<file path="config.mk">
export PLATFORM = sky130hd
export DESIGN_NAME = dma_engine
export DESIGN_NICKNAME = d
export VERILOG_FILES = /design/src/rtl/inf_Master.sv /design/src/rtl/dma_engine.sv
export SDC_FILE = /design/constraint.sdc
export NUM_CORES = 1
export LEC_CHECK = 0
export CAP_MARGIN = 20
export CORE_ASPECT_RATIO = 0.7
export CORE_MARGIN = 4
export CORE_UTILIZATION = 45
export CTS_CLUSTER_SIZE = 20
export DETAILED_ROUTE_END_ITERATION = 8
export GPL_TIMING_DRIVEN = 0
export PLACE_DENSITY = 0.72
export SETUP_SLACK_MARGIN = 0.05
export SYNTH_ARGS = -nofsm -noshare
export SYNTH_HDL_FRONTEND = slang
export SYNTH_SLANG_ARGS = --single-unit
</file>
<file path="constraint.sdc">
create_clock -name clk -period 12 [get_ports clk]
set_input_delay 1.8 -clock clk [delete_from_list [all_inputs] [get_ports clk]]
set_output_delay 1.8 -clock clk [all_outputs]
set_load 0.03 [all_outputs]
</file>
<file path="src/rtl/inf_Master.sv">
`default_nettype none
// ============================================================================
// Package  : inf_Master
// Brief    : Master-side AXI bundles. M2AXIout carries everything a master
//            drives (AR, R-ready, AW, W, B-ready); M2AXIin carries everything
//            it receives (AR-ready, R, AW-ready, W-ready, B).
// Revision : 1.0 - initial release
// ============================================================================
package inf_Master;

  typedef struct packed {
    logic [3:0]  arid;
    logic [31:0] araddr;
    logic [7:0]  arlen;
    logic [2:0]  arsize;
    logic [1:0]  arburst;
    logic        arvalid;
    logic        rready;
    logic [3:0]  awid;
    logic [31:0] awaddr;
    logic [7:0]  awlen;
    logic [2:0]  awsize;
    logic [1:0]  awburst;
    logic        awvalid;
    logic [31:0] wdata;
    logic [3:0]  wstrb;
    logic        wlast;
    logic        wvalid;
    logic        bready;
  } M2AXIout;

  typedef struct packed {
    logic        arready;
    logic [3:0]  rid;
    logic [31:0] rdata;
    logic [1:0]  rresp;
    logic        rlast;
    logic        rvalid;
    logic        awready;
    logic        wready;
    logic [3:0]  bid;
    logic [1:0]  bresp;
    logic        bvalid;
  } M2AXIin;

endpackage

`default_nettype wire

</file>
<file path="src/rtl/dma_engine.sv">
`default_nettype none
// ============================================================================
// Module   : dma_engine
// Brief    : AXI master data mover. Copies data_qty_i words from src to dst
//            as alternating read/write INCR bursts through a local buffer,
//            never crossing a 4 KB boundary, then pulses dma_fin_o.
// Revision : 1.0 - initial release
// ============================================================================
module dma_engine #(
  parameter logic [3:0] AXI_ID    = 4'h0,
  parameter int         MAX_BURST = 16
) (
  input  logic                clk,
  input  logic                rstn,
  input  logic                dma_en_i,
  input  logic [31:0]         src_addr_i,
  input  logic [31:0]         dst_addr_i,
  input  logic [31:0]         data_qty_i,
  output logic                dma_fin_o,
  output logic                dma_busy_o,
  output logic                dma_err_o,
  output inf_Master::M2AXIout m2axi_o,
  input  inf_Master::M2AXIin  m2axi_i
);

  // Buffer index width; the buffer only ever holds one burst.
  localparam int         c_PW         = (MAX_BURST > 2) ? $clog2(MAX_BURST) : 1;
  localparam int         c_DEPTH      = 1 << c_PW;
  localparam logic [1:0] c_RESP_OKAY  = 2'b00;
  localparam logic [1:0] c_BURST_INCR = 2'b01;
  localparam logic [2:0] c_SIZE_WORD  = 3'b010;

  typedef enum logic [2:0] {
    S_IDLE  = 3'd0,
    S_RD_AR = 3'd1,
    S_RD_R  = 3'd2,
    S_WR_AW = 3'd3,
    S_WR_W  = 3'd4,
    S_WR_B  = 3'd5,
    S_DONE  = 3'd6
  } state_t;

  state_t      r_state;
  state_t      w_state_next;

  logic [31:0] r_src;
  logic [31:0] r_dst;
  logic [31:0] r_rem;
  logic [4:0]  r_blen;
  logic [3:0]  r_wptr;
  logic [3:0]  r_rptr;
  logic        r_err;
  logic [31:0] r_buf [c_DEPTH];

  logic        w_start;
  logic        w_r_hs;
  logic        w_w_hs;
  logic        w_b_hs;
  logic        w_wlast;
  logic [4:0]  w_len_m1;
  logic [31:0] w_src_inc;
  logic [31:0] w_dst_inc;
  logic [31:0] w_rem_dec;
  logic        w_unused;

  // Burst length: remaining words, clipped to the buffer depth and to the
  // words left before the next 4 KB boundary on either side.
  function automatic logic [4:0] f_blen(input logic [31:0] rem,
                                        input logic [9:0]  src_w,
                                        input logic [9:0]  dst_w);
    logic [31:0] v;
    logic [31:0] src_room;
    logic [31:0] dst_room;
    v        = rem;
    src_room = 32'd1024 - {22'd0, src_w};
    dst_room = 32'd1024 - {22'd0, dst_w};
    if (v > 32'(MAX_BURST)) v = 32'(MAX_BURST);
    if (v > src_room)       v = src_room;
    if (v > dst_room)       v = dst_room;
    return 5'(v);
  endfunction

  assign w_start   = (r_state == S_IDLE) && dma_en_i;
  assign w_r_hs    = (r_state == S_RD_R) && m2axi_i.rvalid;
  assign w_w_hs    = (r_state == S_WR_W) && m2axi_i.wready;
  assign w_b_hs    = (r_state == S_WR_B) && m2axi_i.bvalid;
  assign w_len_m1  = r_blen - 5'd1;
  assign w_wlast   = ({1'b0, r_rptr} == w_len_m1);
  assign w_src_inc = r_src + {25'd0, r_blen, 2'b00};
  assign w_dst_inc = r_dst + {25'd0, r_blen, 2'b00};
  assign w_rem_dec = r_rem - {27'd0, r_blen};

  // Byte-lane bits of the addresses and the AXI IDs are intentionally ignored.
  assign w_unused = &{1'b0, src_addr_i[1:0], dst_addr_i[1:0],
                      m2axi_i.rid, m2axi_i.bid};

  // State register.
  always_ff @(posedge clk or negedge rstn) begin
    if (!rstn) begin
      r_state <= S_IDLE;
    end else begin
      r_state <= w_state_next;
    end
  end

  // Next-state decode; each phase advances only on its own handshake.
  always_comb begin
    w_state_next = r_state;
    case (r_state)
      S_IDLE: begin
        if (dma_en_i) begin
          w_state_next = (data_qty_i == 32'd0) ? S_DONE : S_RD_AR;
        end
      end
      S_RD_AR: if (m2axi_i.arready)                   w_state_next = S_RD_R;
      S_RD_R:  if (m2axi_i.rvalid && m2axi_i.rlast)   w_state_next = S_WR_AW;
      S_WR_AW: if (m2axi_i.awready)                   w_state_next = S_WR_W;
      S_WR_W:  if (m2axi_i.wready && w_wlast)         w_state_next = S_WR_B;
      S_WR_B: begin
        if (m2axi_i.bvalid) begin
          w_state_next = (w_rem_dec == 32'd0) ? S_DONE : S_RD_AR;
        end
      end
      S_DONE:  w_state_next = S_IDLE;
      default: w_state_next = S_IDLE;
    endcase
  end

  // Transfer bookkeeping: addresses, remaining count, burst length,
  // buffer pointers and the sticky error flag.
  always_ff @(posedge clk or negedge rstn) begin
    if (!rstn) begin
      r_src  <= '0;
      r_dst  <= '0;
      r_rem  <= '0;
      r_blen <= '0;
      r_wptr <= '0;
      r_rptr <= '0;
      r_err  <= 1'b0;
    end else begin
      if (w_start) begin
        r_src  <= {src_addr_i[31:2], 2'b00};
        r_dst  <= {dst_addr_i[31:2], 2'b00};
        r_rem  <= data_qty_i;
        r_blen <= f_blen(data_qty_i, src_addr_i[11:2], dst_addr_i[11:2]);
        r_wptr <= '0;
        r_rptr <= '0;
        r_err  <= 1'b0;
      end
      if (w_r_hs) begin
        r_wptr <= r_wptr + 4'd1;
        if (m2axi_i.rresp != c_RESP_OKAY) r_err <= 1'b1;
      end
      if (w_w_hs) begin
        r_rptr <= r_rptr + 4'd1;
      end
      if (w_b_hs) begin
        r_src <= w_src_inc;
        r_dst <= w_dst_inc;
        r_rem <= w_rem_dec;
        if (m2axi_i.bresp != c_RESP_OKAY) r_err <= 1'b1;
        // Next burst is sized from the advanced addresses before RD_AR.
        if (w_rem_dec != 32'd0) begin
          r_blen <= f_blen(w_rem_dec, w_src_inc[11:2], w_dst_inc[11:2]);
          r_wptr <= '0;
          r_rptr <= '0;
        end
      end
    end
  end

  // Burst buffer; contents need no reset since every read follows a fill.
  always_ff @(posedge clk) begin
    if (w_r_hs) begin
      r_buf[r_wptr[c_PW-1:0]] <= m2axi_i.rdata;
    end
  end

  // Moore AXI outputs: handshake strobes decode from state only, payload
  // comes straight from registers so it is stable while VALID is high.
  always_comb begin
    m2axi_o         = '0;
    m2axi_o.arid    = AXI_ID;
    m2axi_o.araddr  = r_src;
    m2axi_o.arlen   = {3'd0, w_len_m1};
    m2axi_o.arsize  = c_SIZE_WORD;
    m2axi_o.arburst = c_BURST_INCR;
    m2axi_o.awid    = AXI_ID;
    m2axi_o.awaddr  = r_dst;
    m2axi_o.awlen   = {3'd0, w_len_m1};
    m2axi_o.awsize  = c_SIZE_WORD;
    m2axi_o.awburst = c_BURST_INCR;
    m2axi_o.wdata   = r_buf[r_rptr[c_PW-1:0]];
    m2axi_o.wstrb   = 4'hF;
    m2axi_o.wlast   = (r_state == S_WR_W) && w_wlast;
    case (r_state)
      S_RD_AR: m2axi_o.arvalid = 1'b1;
      S_RD_R:  m2axi_o.rready  = 1'b1;
      S_WR_AW: m2axi_o.awvalid = 1'b1;
      S_WR_W:  m2axi_o.wvalid  = 1'b1;
      S_WR_B:  m2axi_o.bready  = 1'b1;
      default: ;
    endcase
  end

  assign dma_fin_o  = (r_state == S_DONE);
  assign dma_busy_o = (r_state != S_IDLE);
  assign dma_err_o  = r_err;

endmodule

`default_nettype wire

</file>
Word-level counts from Yosys, hierarchy flattened
Memory sizes are Yosys's and may differ from the RTL's.
Index checks and enable logic that the tools add are counted.

word-level totals
  flip-flop bits (word level) = 113
  bits in writable memories = 512
  input bits = 149
  output and inout port bits = 143
  logic and storage cells = 104
  memories = 1

memory list
  memory  depth  bits a word  rd ports  clocked after Yosys merged registers in  write ports  line              text
  r_buf   16     32           1         0                                        1            dma_engine.sv:53  logic [31:0] r_buf [c_DEPTH];

operators by class
  add/subtract/negate cells = 10
  magnitude comparators = 6
  equal/unequal tests = 13
  multiplexer cells = 50
  reduce and logical (&&, ||, !) cells = 16

operators by type and width
  cell                                                                              count
  32-bit two-way mux                                                                16
  32-bit greater-than comparator                                                    4
  32-bit by 7-bit adder with 32-bit output                                          2
  32-bit by 5-bit greater-than comparator with 1-bit output, second input constant  2
  32-bit logical NOT                                                                2
  11-bit by 10-bit subtractor with 12-bit output, first input constant              4
  4-bit two-way mux                                                                 8
  32-bit nonzero test                                                               1
  32-bit by 5-bit subtractor with 32-bit output                                     1
  5-bit two-way mux                                                                 5
  3-bit two-way mux                                                                 8
  3-bit one-hot mux with 6 select lines                                             1
  1-bit two-way mux                                                                 12
  3-bit == test, second input constant                                              3
  4-bit by 1-bit adder with 4-bit output, second input constant                     2
  2-bit != test, second input constant                                              4
  1-bit logical AND                                                                 7
  3-bit by 2-bit == test with 1-bit output, second input constant                   2
  6-bit AND reduction                                                               1
  2-bit nonzero test                                                                3
  4-bit by 5-bit == test with 1-bit output                                          1
  5-bit by 1-bit subtractor with 5-bit output, second input constant                1
  2-bit by 1-bit != test with 1-bit output, second input constant                   2
  3-bit by 1-bit == test with 1-bit output, second input constant                   1
  other kinds (2)                                                                   2

Longest topological paths before layout
Gate-level depths: netlist (run 1).

  depth after elaboration = 13
  gate-level depth with buffers = 33
  mapped depth without buffers = 30

Worst setup path after synthesis (run 1)
No wires, ideal clock.

  kind = register to register
  start = register r_blen[2]
  end = register r_blen[0]
  setup time = 0.126 ns
  arrival = 6.643 ns
  required time = 11.874 ns
  slack = 5.231 ns
  stages on the path, launching flop included = 32
  path buffers = 4
  clock period less this slack = 6.769 ns
  cells stage by stage = dfrtp_1 inv_1 ha_1 clkbuf_1 nor2b_1 o21a_2 or4_1 buf_2 or3_1 a221o_1 or4_1 buf_2 nor2_1 ha_1 nor2b_1 o21a_1 o21ai_0 a21oi_1 nor4bb_1 or2_2 buf_2 o22ai_1 ha_1 nor2b_1 o21a_1 o21ai_0 a21oi_1 o21bai_1 a21oi_1 nor2_1 a22o_1 o32a_1

between the ends
  word-level cells in the longest chain between the ends = 13
  elaborated cells on any way between the ends = 18
  classes of those cells = 5 x add/sub; 3 x order compare; 9 x mux; 1 x reduce/logical

RTL lines
  item                                                       line               text
  start: declaration                                         dma_engine.sv:49   logic [4:0] r_blen;
  start signal: assignment                                   dma_engine.sv:145  r_blen <= f_blen(data_qty_i, src_addr_i[11:2], dst_addr_i[11:2]);
  start signal: assignment                                   dma_engine.sv:164  r_blen <= f_blen(w_rem_dec, w_src_inc[11:2], w_dst_inc[11:2]);
  32-bit by 5-bit subtractor with 32-bit output              dma_engine.sv:91   assign w_rem_dec = r_rem - {27'd0, r_blen};
  32-bit by 5-bit greater-than comparator with 1-bit output  dma_engine.sv:77   if (v > 32'(MAX_BURST)) v = 32'(MAX_BURST);
  32-bit two-way mux                                         dma_engine.sv:77
  32-bit two-way mux                                         dma_engine.sv:163  if (w_rem_dec != 32'd0) begin
  32-bit two-way mux                                         dma_engine.sv:157  if (w_b_hs) begin
  32-bit greater-than comparator                             dma_engine.sv:78   if (v > src_room) v = src_room;
  32-bit two-way mux                                         dma_engine.sv:78
  32-bit two-way mux                                         dma_engine.sv:163
  32-bit two-way mux                                         dma_engine.sv:157
  32-bit greater-than comparator                             dma_engine.sv:79   if (v > dst_room) v = dst_room;
  5-bit two-way mux                                          dma_engine.sv:79
  5-bit two-way mux *                                        dma_engine.sv:163
  5-bit two-way mux *                                        dma_engine.sv:157

Every way passes the cells marked *; elsewhere a longest branch is shown, timed or not. The select of a mux whose other input is x is not followed.
A chain may end at the register's enable or synchronous reset.

Worst setup path after layout (run 1)
Ends and elaborated chain as after synthesis.

==> impl_results.md, run 1 <==
* Outcome: completed
* Nets at roughly 2600
* Clk pin slew, worst setup/hold paths at 70 ps
* Pwr dens at between 200 and 250 mW/mm^2
* DIE HEIGHT at roughly 220 um
* H-Tree Depth at 2
* Utilization after layout at 0.557
* Setup Skew at roughly 38 ps
* Dominant synthesized flop cell: edfxtp_1
* Routed via count at 19655
* Total gr overflow at 0
* Sequential share of the synthesized area at 0.630
* Drt total wl at 86100 um
* Unrepaired setup endpoints after global routing: no
* CTS Hold Bufs at 0
* Asr flop ratio synth at 0.176
* Min Tclk post-route at 8050 ps
* Routability cong. at roughly 0.94
* Crit Reg-Reg Endpoint: r_blen[0]
* Register Area at ~0.018 sq mm
* Synth Warn # at 0
* First-pass GRT wire length at between 100000 and 150000 um
* EDFF count, synth at roughly 510
* IO Pins at ~300
* Leakage at approximately 0.012 uW
* Worst slew pin tran at between 1000 and 1500 ps
* Hold Crit Depth at 1
* Rows at 77
* Yosys reg bits at just over 600
* Max-slew violations at 0
* Synth Cell Area at 0.0287 sq mm
* Reg2Reg Depth at 32
* R2r setup slk at 3950 ps
* Max-slew headroom at 0.182
* Starting Density at 0.455
* Switch Pwr at around 3100 uW
* CTS tree: done
* DRC viols at 0
* Core Area at roughly 0.063 sq mm
* Area Growth Syn to Fin at 22.4%
* Place WS at 4090 ps
* Pint at 5010 uW
* FILL cells at about 4900
* Slowest Stage Delay on Critical Path at roughly 600 ps
* Seq pwr share at 0.341
* Critical path arrival at around 8600 ps
* DRT Pass-1 Iters at 9
* Area of the multi-input gates at about 0.01 sq mm
* Maximum vdd drop at between 0.1 and 0.15 mV
* Post-DP HPWL at 60600 um
* Post-DRT Antenna Nets at 0
* Via density at ~6
* Reg2reg start: r_blen[2]
* Gate power share at 0.421
* Clock share of power at 0.238
* Number of port buffers at approximately 250
* Final worst slack at 3950 ps
* CP Capture Point: r_blen[0]
* Die Wd at 310 um
* Final setup violation count at 0
* Clk Latency, worst-skew pair at approximately 630 ps
* Required time worst endpoint at approximately 13000 ps
* Tot Pwr at 8080 uW
* Total setup buffers inserted after CTS at 0
* Vias in the first global route at ~19000
* Mean area per synthesized cell at about 15 sq um
* Worst setup SP type: flop
* Tcrit/Tclk final at 0.670
* Unique cell type count in the Yosys netlist at 78
* Initial antenna violation count at 3
* Fmax at around 120 MHz
* CTS root buf: clkbuf_16
* Largest net degree at the start of global routing at 90
* Hold/Removal Path Class: flop to flop
* Slowest stage cell, crit path: a21oi_1
* Endpoint type of the worst setup path: flop
* Per-cell routed wire length at around 27 um
* Max Root-Sink Buffers at 3
* Sw frac at 0.380
* Final hold vios at 0
* Share of layout cells above drive strength 1 at 0.167
* Total Routing Usage GR at 0.249
* Synth Instances at 1922
* Setup Crit Path Kind: flop to flop
* Die area at 0.0680 sq mm
* Maxcap violations at 0
* Final TNS setup at 0 ps
* # resized after CTS at 0
* Clock Sink Count at ~620
* Drt initial violations at about 2400
* Crit path launch: r_blen[2]
* TritonCTS Buffers at 58
* Crit-path max FO at 10
-- layout by cell type (no fill, tap or decap), types with 15 or more instances in the layout --
| cell type | instances |
|---|---|
| inv_1 | 59 |
| ha_1 | 69 |
| buf_4 | 63 |
| nor4_1 | 24 |
| xnor2_1 | 36 |
| a221o_1 | 19 |
| clkbuf_16 | 58 |
| clkdlybuf4s50_1 | 246 |
| xor2_1 | 26 |
| nand2_1 | 105 |
| and3_1 | 21 |
| edfxtp_1 | 512 |
| dfrtp_1 | 109 |
| nor2_1 | 128 |
| clkbuf_1 | 70 |
| clkinv_2 | 16 |
| o21ai_0 | 67 |
| conb_1 | 44 |
| buf_6 | 15 |
| or3_1 | 16 |
| mux4_2 | 160 |
| a21oi_1 | 72 |
| nor3_1 | 42 |
| nand3_1 | 40 |
| buf_1 | 21 |
| o311ai_0 | 16 |
-- worst max-delay path: cells and delay by family (launching register included) --
kind	cells	cell delay, ps
DFF	1	550
buffers and inverters	5	940
AOI/OAI and AO/OA	13	2820
adders and majority gates	3	710
and+or+nand+nor	11	2900
-- sequential cells by signal, summed over array words and instances, names as in the netlist --
register	count
dma_err_o	1
r_blen	5
r_buf	512
r_dst	30
r_rem	32
r_rptr	4
r_src	30
r_state	3
r_wptr	4
-- power by group through the flow --
stage               clock network [uW]  logic (uW)  registers [uW]
finish                            1920        3400            2750
global route                      2060        3650            2770
CTS                               1950        3340            2740
detailed placement                   0        3310            2780
global placement                     0        3240            2780
floorplan                            0        1990            2900
-- final cells by class --
class | instances | area share
multi-input combinational | 1153 | 0.285
sequential | 621 | 0.514
clock buffer | 62 | 0.0417
inverter | 60 | 0.00640
buffer | 130 | 0.0180
timing repair buffer | 307 | 0.0903
tap | 829 | 0.0295
clock inverter | 48 | 0.0150
antenna | 2 | 0.000142
-- synthesized netlist by cell type, types with 19 or more instances --
master / count / area share
ha_1: 69 / 0.030
clkbuf_1: 66 / 0.0086
nor2_1: 132 / 0.017
nor4_1: 28 / 0.0061
buf_1: 21 / 0.0027
buf_4: 37 / 0.0097
nor3_1: 46 / 0.0080
dfrtp_1: 109 / 0.095
o21ai_0: 67 / 0.012
xnor2_1: 36 / 0.011
nand3_1: 40 / 0.0070
nand2_1: 105 / 0.014
and3_1: 21 / 0.0046
a221o_1: 19 / 0.0066
a21oi_1: 72 / 0.013
mux4_2: 160 / 0.13
edfxtp_1: 512 / 0.53
xor2_1: 26 / 0.0079
inv_1: 59 / 0.0077
-- worst min-delay path by stage --
stage               from  slack, ps        end
5_1_grt        r_rem[21]        520  r_rem[21]
6_report       r_rem[21]        490  r_rem[21]
4_1_cts        r_rem[21]        490  r_rem[21]
3_3_place_gp   r_rem[21]        470  r_rem[21]
3_5_place_dp   r_rem[21]        480  r_rem[21]
2_1_floorplan  r_rem[21]        450  r_rem[21]
-- kinds of logic (layout without fill, tap and decap cells) --
group	after synthesis	after routing	share of synthesized area
muxes	174	174	0.130
AOI/OAI and AO/OA	321	321	0.0759
xor gates and xnor gates	62	62	0.0189
and+or+nand+nor	480	480	0.0828
other	2	46	0.000261
buffers and inverters	190	607	0.0299
adders and majority gates	72	72	0.0321
DFF	621	621	0.630
-- through the flow --
stage | hold slack (ps) | cells | cell area (sq um)
6_report | 487 | 3212 | 35200
5_1_grt | 525 | 3212 | 35200
4_1_cts | 487 | 3201 | 35100
3_5_place_dp | 479 | 3091 | 33100
3_3_place_gp | 473 | 3040 | 32400
2_1_floorplan | 450 | 1964 | 28900
-- metal layers --
metal,wire (um),part of all wire,global-route usage,up-vias
li1,-,-,-,8368
met1,35100,0.41,0.358,10086
met2,40100,0.47,0.381,1047
met3,8910,0.10,0.0641,152
met4,2000,0.023,0.0646,2
met5,13,0.00015,0,-
Power figures use the tool's default switching activity.
==> run 2: changes to the inputs <==
- PLACE_DENSITY: 0.72 -> 0.74
- clock period: 12 -> 7.3 ns (I/O delays scaled with it)
==> run 2 against run 1 <==
Largest cell class unchanged; register-to-register slack got worse by 3600 ps; clock skew up 6.3 ps; utilization increased by 0.14 points; cell area up 0.25%; clock power is 59% higher; combinational power increased by 70%; maximum frequency rose by 16%; flip-flop and latch count did not move; largest power group unchanged; total power rose by 65%; sequential share of layout area shrank 0.11 points; clock-buffer cell count increased by 15.
==> impl_results.md, run 2 (synthesized netlist as in run 1, its figures left out) <==
* Outcome: completed
* Place WS at -611 ps (-4700 ps)
* Final setup violation count at 0 (unchanged)
* Leakage at 0.0120 uW (about the same)
* Via density at 6.18 (+0.97%)
* Initial antenna violation count at 3 (unchanged)
* Per-cell routed wire length at 27.4 um (+2.1%)
* Vias in the first global route at 19541 (+2.4%)
* Max-slew violations at 0 (unchanged)
* Drt total wl at 88100 um (+2.3%)
* Largest net degree at the start of global routing at 90 (unchanged)
* Clk pin slew, worst setup/hold paths at 60 ps (about the same)
* DRC viols at 0 (unchanged)
* Total gr overflow at 0 (unchanged)
* Worst hold margin at 349 ps (-138 ps)
* Max reg flops at 512 (unchanged)
* Final worst slack at 343 ps (-3610 ps)
* Rows at 77 (unchanged)
* Reg2Reg Depth at 29 (-9.4%)
* Drt initial violations at 2594 (+9.2%)
* Min Tclk post-route at 6960 ps (-1090 ps)
* Starting Density at 0.455 (unchanged)
* Area of the multi-input gates at 0.0101 sq mm (+0.69%)
* Routed via count at 19889 (+1.2%)
* Die Wd at 310 um (unchanged)
* Setup Skew at 44.2 ps (+6.32 ps)
* Pwr dens at 379 mW/mm^2 (+65%)
* CTS Hold Bufs at 0 (unchanged)
* Routability cong. at 0.935 (-0.64%)
* DRT Pass-1 Iters at 6 (-3)
* Total Routing Usage GR at 0.255 (+0.00606)
* Die area at 0.0680 sq mm (unchanged)
* Unrepaired setup endpoints after global routing: no
* FILL cells at 4945 (+0.86%)
* First-pass GRT wire length at 128000 um (+2.6%)
* Worst setup SP type: flop
* Fmax at 144 MHz (+16%)
* Critical path arrival at 7440 ps (-1110 ps)
* Post-Place Cell Area at 0.0331 sq mm (about the same)
* Maxcap violations at 0 (unchanged)
* Number of port buffers at 247 (unchanged)
* Hold/Removal Path Class: primary input to asynchronous set/reset pin
* Slowest Stage Delay on Critical Path at 520 ps (-80 ps)
* Clock Sink Count at 621 (unchanged)
* Most common cell after layout, fill and taps aside: edfxtp_1
* Crit Reg-Reg Endpoint: r_blen[0]
* Nets at 2560 (+0.31%)
* Tcrit/Tclk final at 0.953 (+0.283)
* Max-slew headroom at 0.267 (+0.0842)
* Maximum vdd drop at 0.206 mV (+70%)
* Clk Latency, worst-skew pair at 630 ps (about the same)
* Post-DP HPWL at 61600 um (+1.6%)
* Register Area at 0.0181 sq mm (about the same)
* Required time worst endpoint at 7780 ps (-4720 ps)
* Post-DRT Antenna Nets at 0 (unchanged)
* TritonCTS Buffers at 59 (+1.7%)
* Commonest non-fill, non-tap cells in the layout: 512 x edfxtp_1, 246 x clkdlybuf4s50_1, 160 x mux4_2
* Slowest stage cell, crit path: or4_4
* DIE HEIGHT at 219 um (unchanged)
* Worst slew pin tran at 1100 ps (-130 ps)
* Final hold vios at 0 (unchanged)
* Design Area, Final at 0.0353 sq mm (+0.25%)
* Area Growth Syn to Fin at 22.7%
* Core Area at 0.0632 sq mm (unchanged)
* Reg2reg start: r_blen[3]
* CTS root buf: clkbuf_16
* Setup Crit Path Kind: flop to flop
* R2r setup slk at 340 ps (-3610 ps)
* Share of layout cells above drive strength 1 at 0.175 (+0.00781)
* Crit-path max FO at 10 (unchanged)
* IO Pins at 292 (unchanged)
* CTS tree: done
* Max Root-Sink Buffers at 3 (unchanged)
* H-Tree Depth at 2 (unchanged)
* Endpoint type of the worst setup path: flop
run 2: cell count changes in the layout (fill, tap and decap cells not counted), sizes merged:
cell | previous run | this run
buf | 124 | 132
bufinv | 9 | 4
clkinv | 32 | 25
clkbuf | 129 | 143
diode | 2 | 1
inv | 63 | 61
run 2: report_power, final:
part           switching (uW)  leakage [uW]  total [uW]  internal (uW)
clock                    1360      0.000936        3060           1700
combinational            3380       0.00515        5770           2390
sequential                387       0.00591        4530           4140
run 2: timing repair:
item                       4_1_cts  5_1_grt
gates resized for setup         12       11
setup endpoints to repair        5        5
pin swaps                        1        6
setup buffers                    2        7
run 2: worst max path at each step:
stage / startpoint / end / slack [ps] / cells past startpoint
after floorplan: r_blen[2] / r_blen[0] / 530 / 31
final: r_blen[3] / r_blen[0] / 340 / 29
after global placement: m2axi_i[9] / r_buf[0][8] / -1600 / 3
after detailed placement: r_blen[2] / r_blen[0] / -610 / 31
after global routing: r_blen[2] / r_blen[0] / 40 / 29
after CTS: r_blen[2] / r_blen[0] / 80 / 31
run 2: per-stage QoR:
stage	utilization	std cells	setup TNS (ps)	total power (uW)
5_1_grt	0.558	3219	0	14000
4_1_cts	0.555	3203	0	13200
3_5_place_dp	0.523	3090	-2140	10100
2_1_floorplan	-	1964	0	8040
3_3_place_gp	0.513	3040	-237570	9880
6_report	0.558	3219	0	13400
run 2: area by class of cell:
type,instances,area share
Antenna cell,1,0.0000709
Timing Repair Buffer,316,0.0923
Clock buffer,77,0.0452
Clock inverter,34,0.00954
Buffer,128,0.0179
Tap cell,829,0.0294
Sequential cell,621,0.513
Multi-Input combinational cell,1153,0.286
Inverter,60,0.00638
run 2: worst max-delay path: cells and delay by family, from the launching register on:
kind / cells / cell delay, ps
and+or+nand+nor: 10 / 2720
DFF: 1 / 400
adders and majority gates: 3 / 720
AOI/OAI and AO/OA: 13 / 2510
buffers and inverters: 3 / 450
run 2: per-layer routing:
metal	share of wire	GRT usage
met1	0.41	0.372
met2	0.47	0.393
met3	0.099	0.0551
met4	0.022	0.0656
met5	0.00015	0
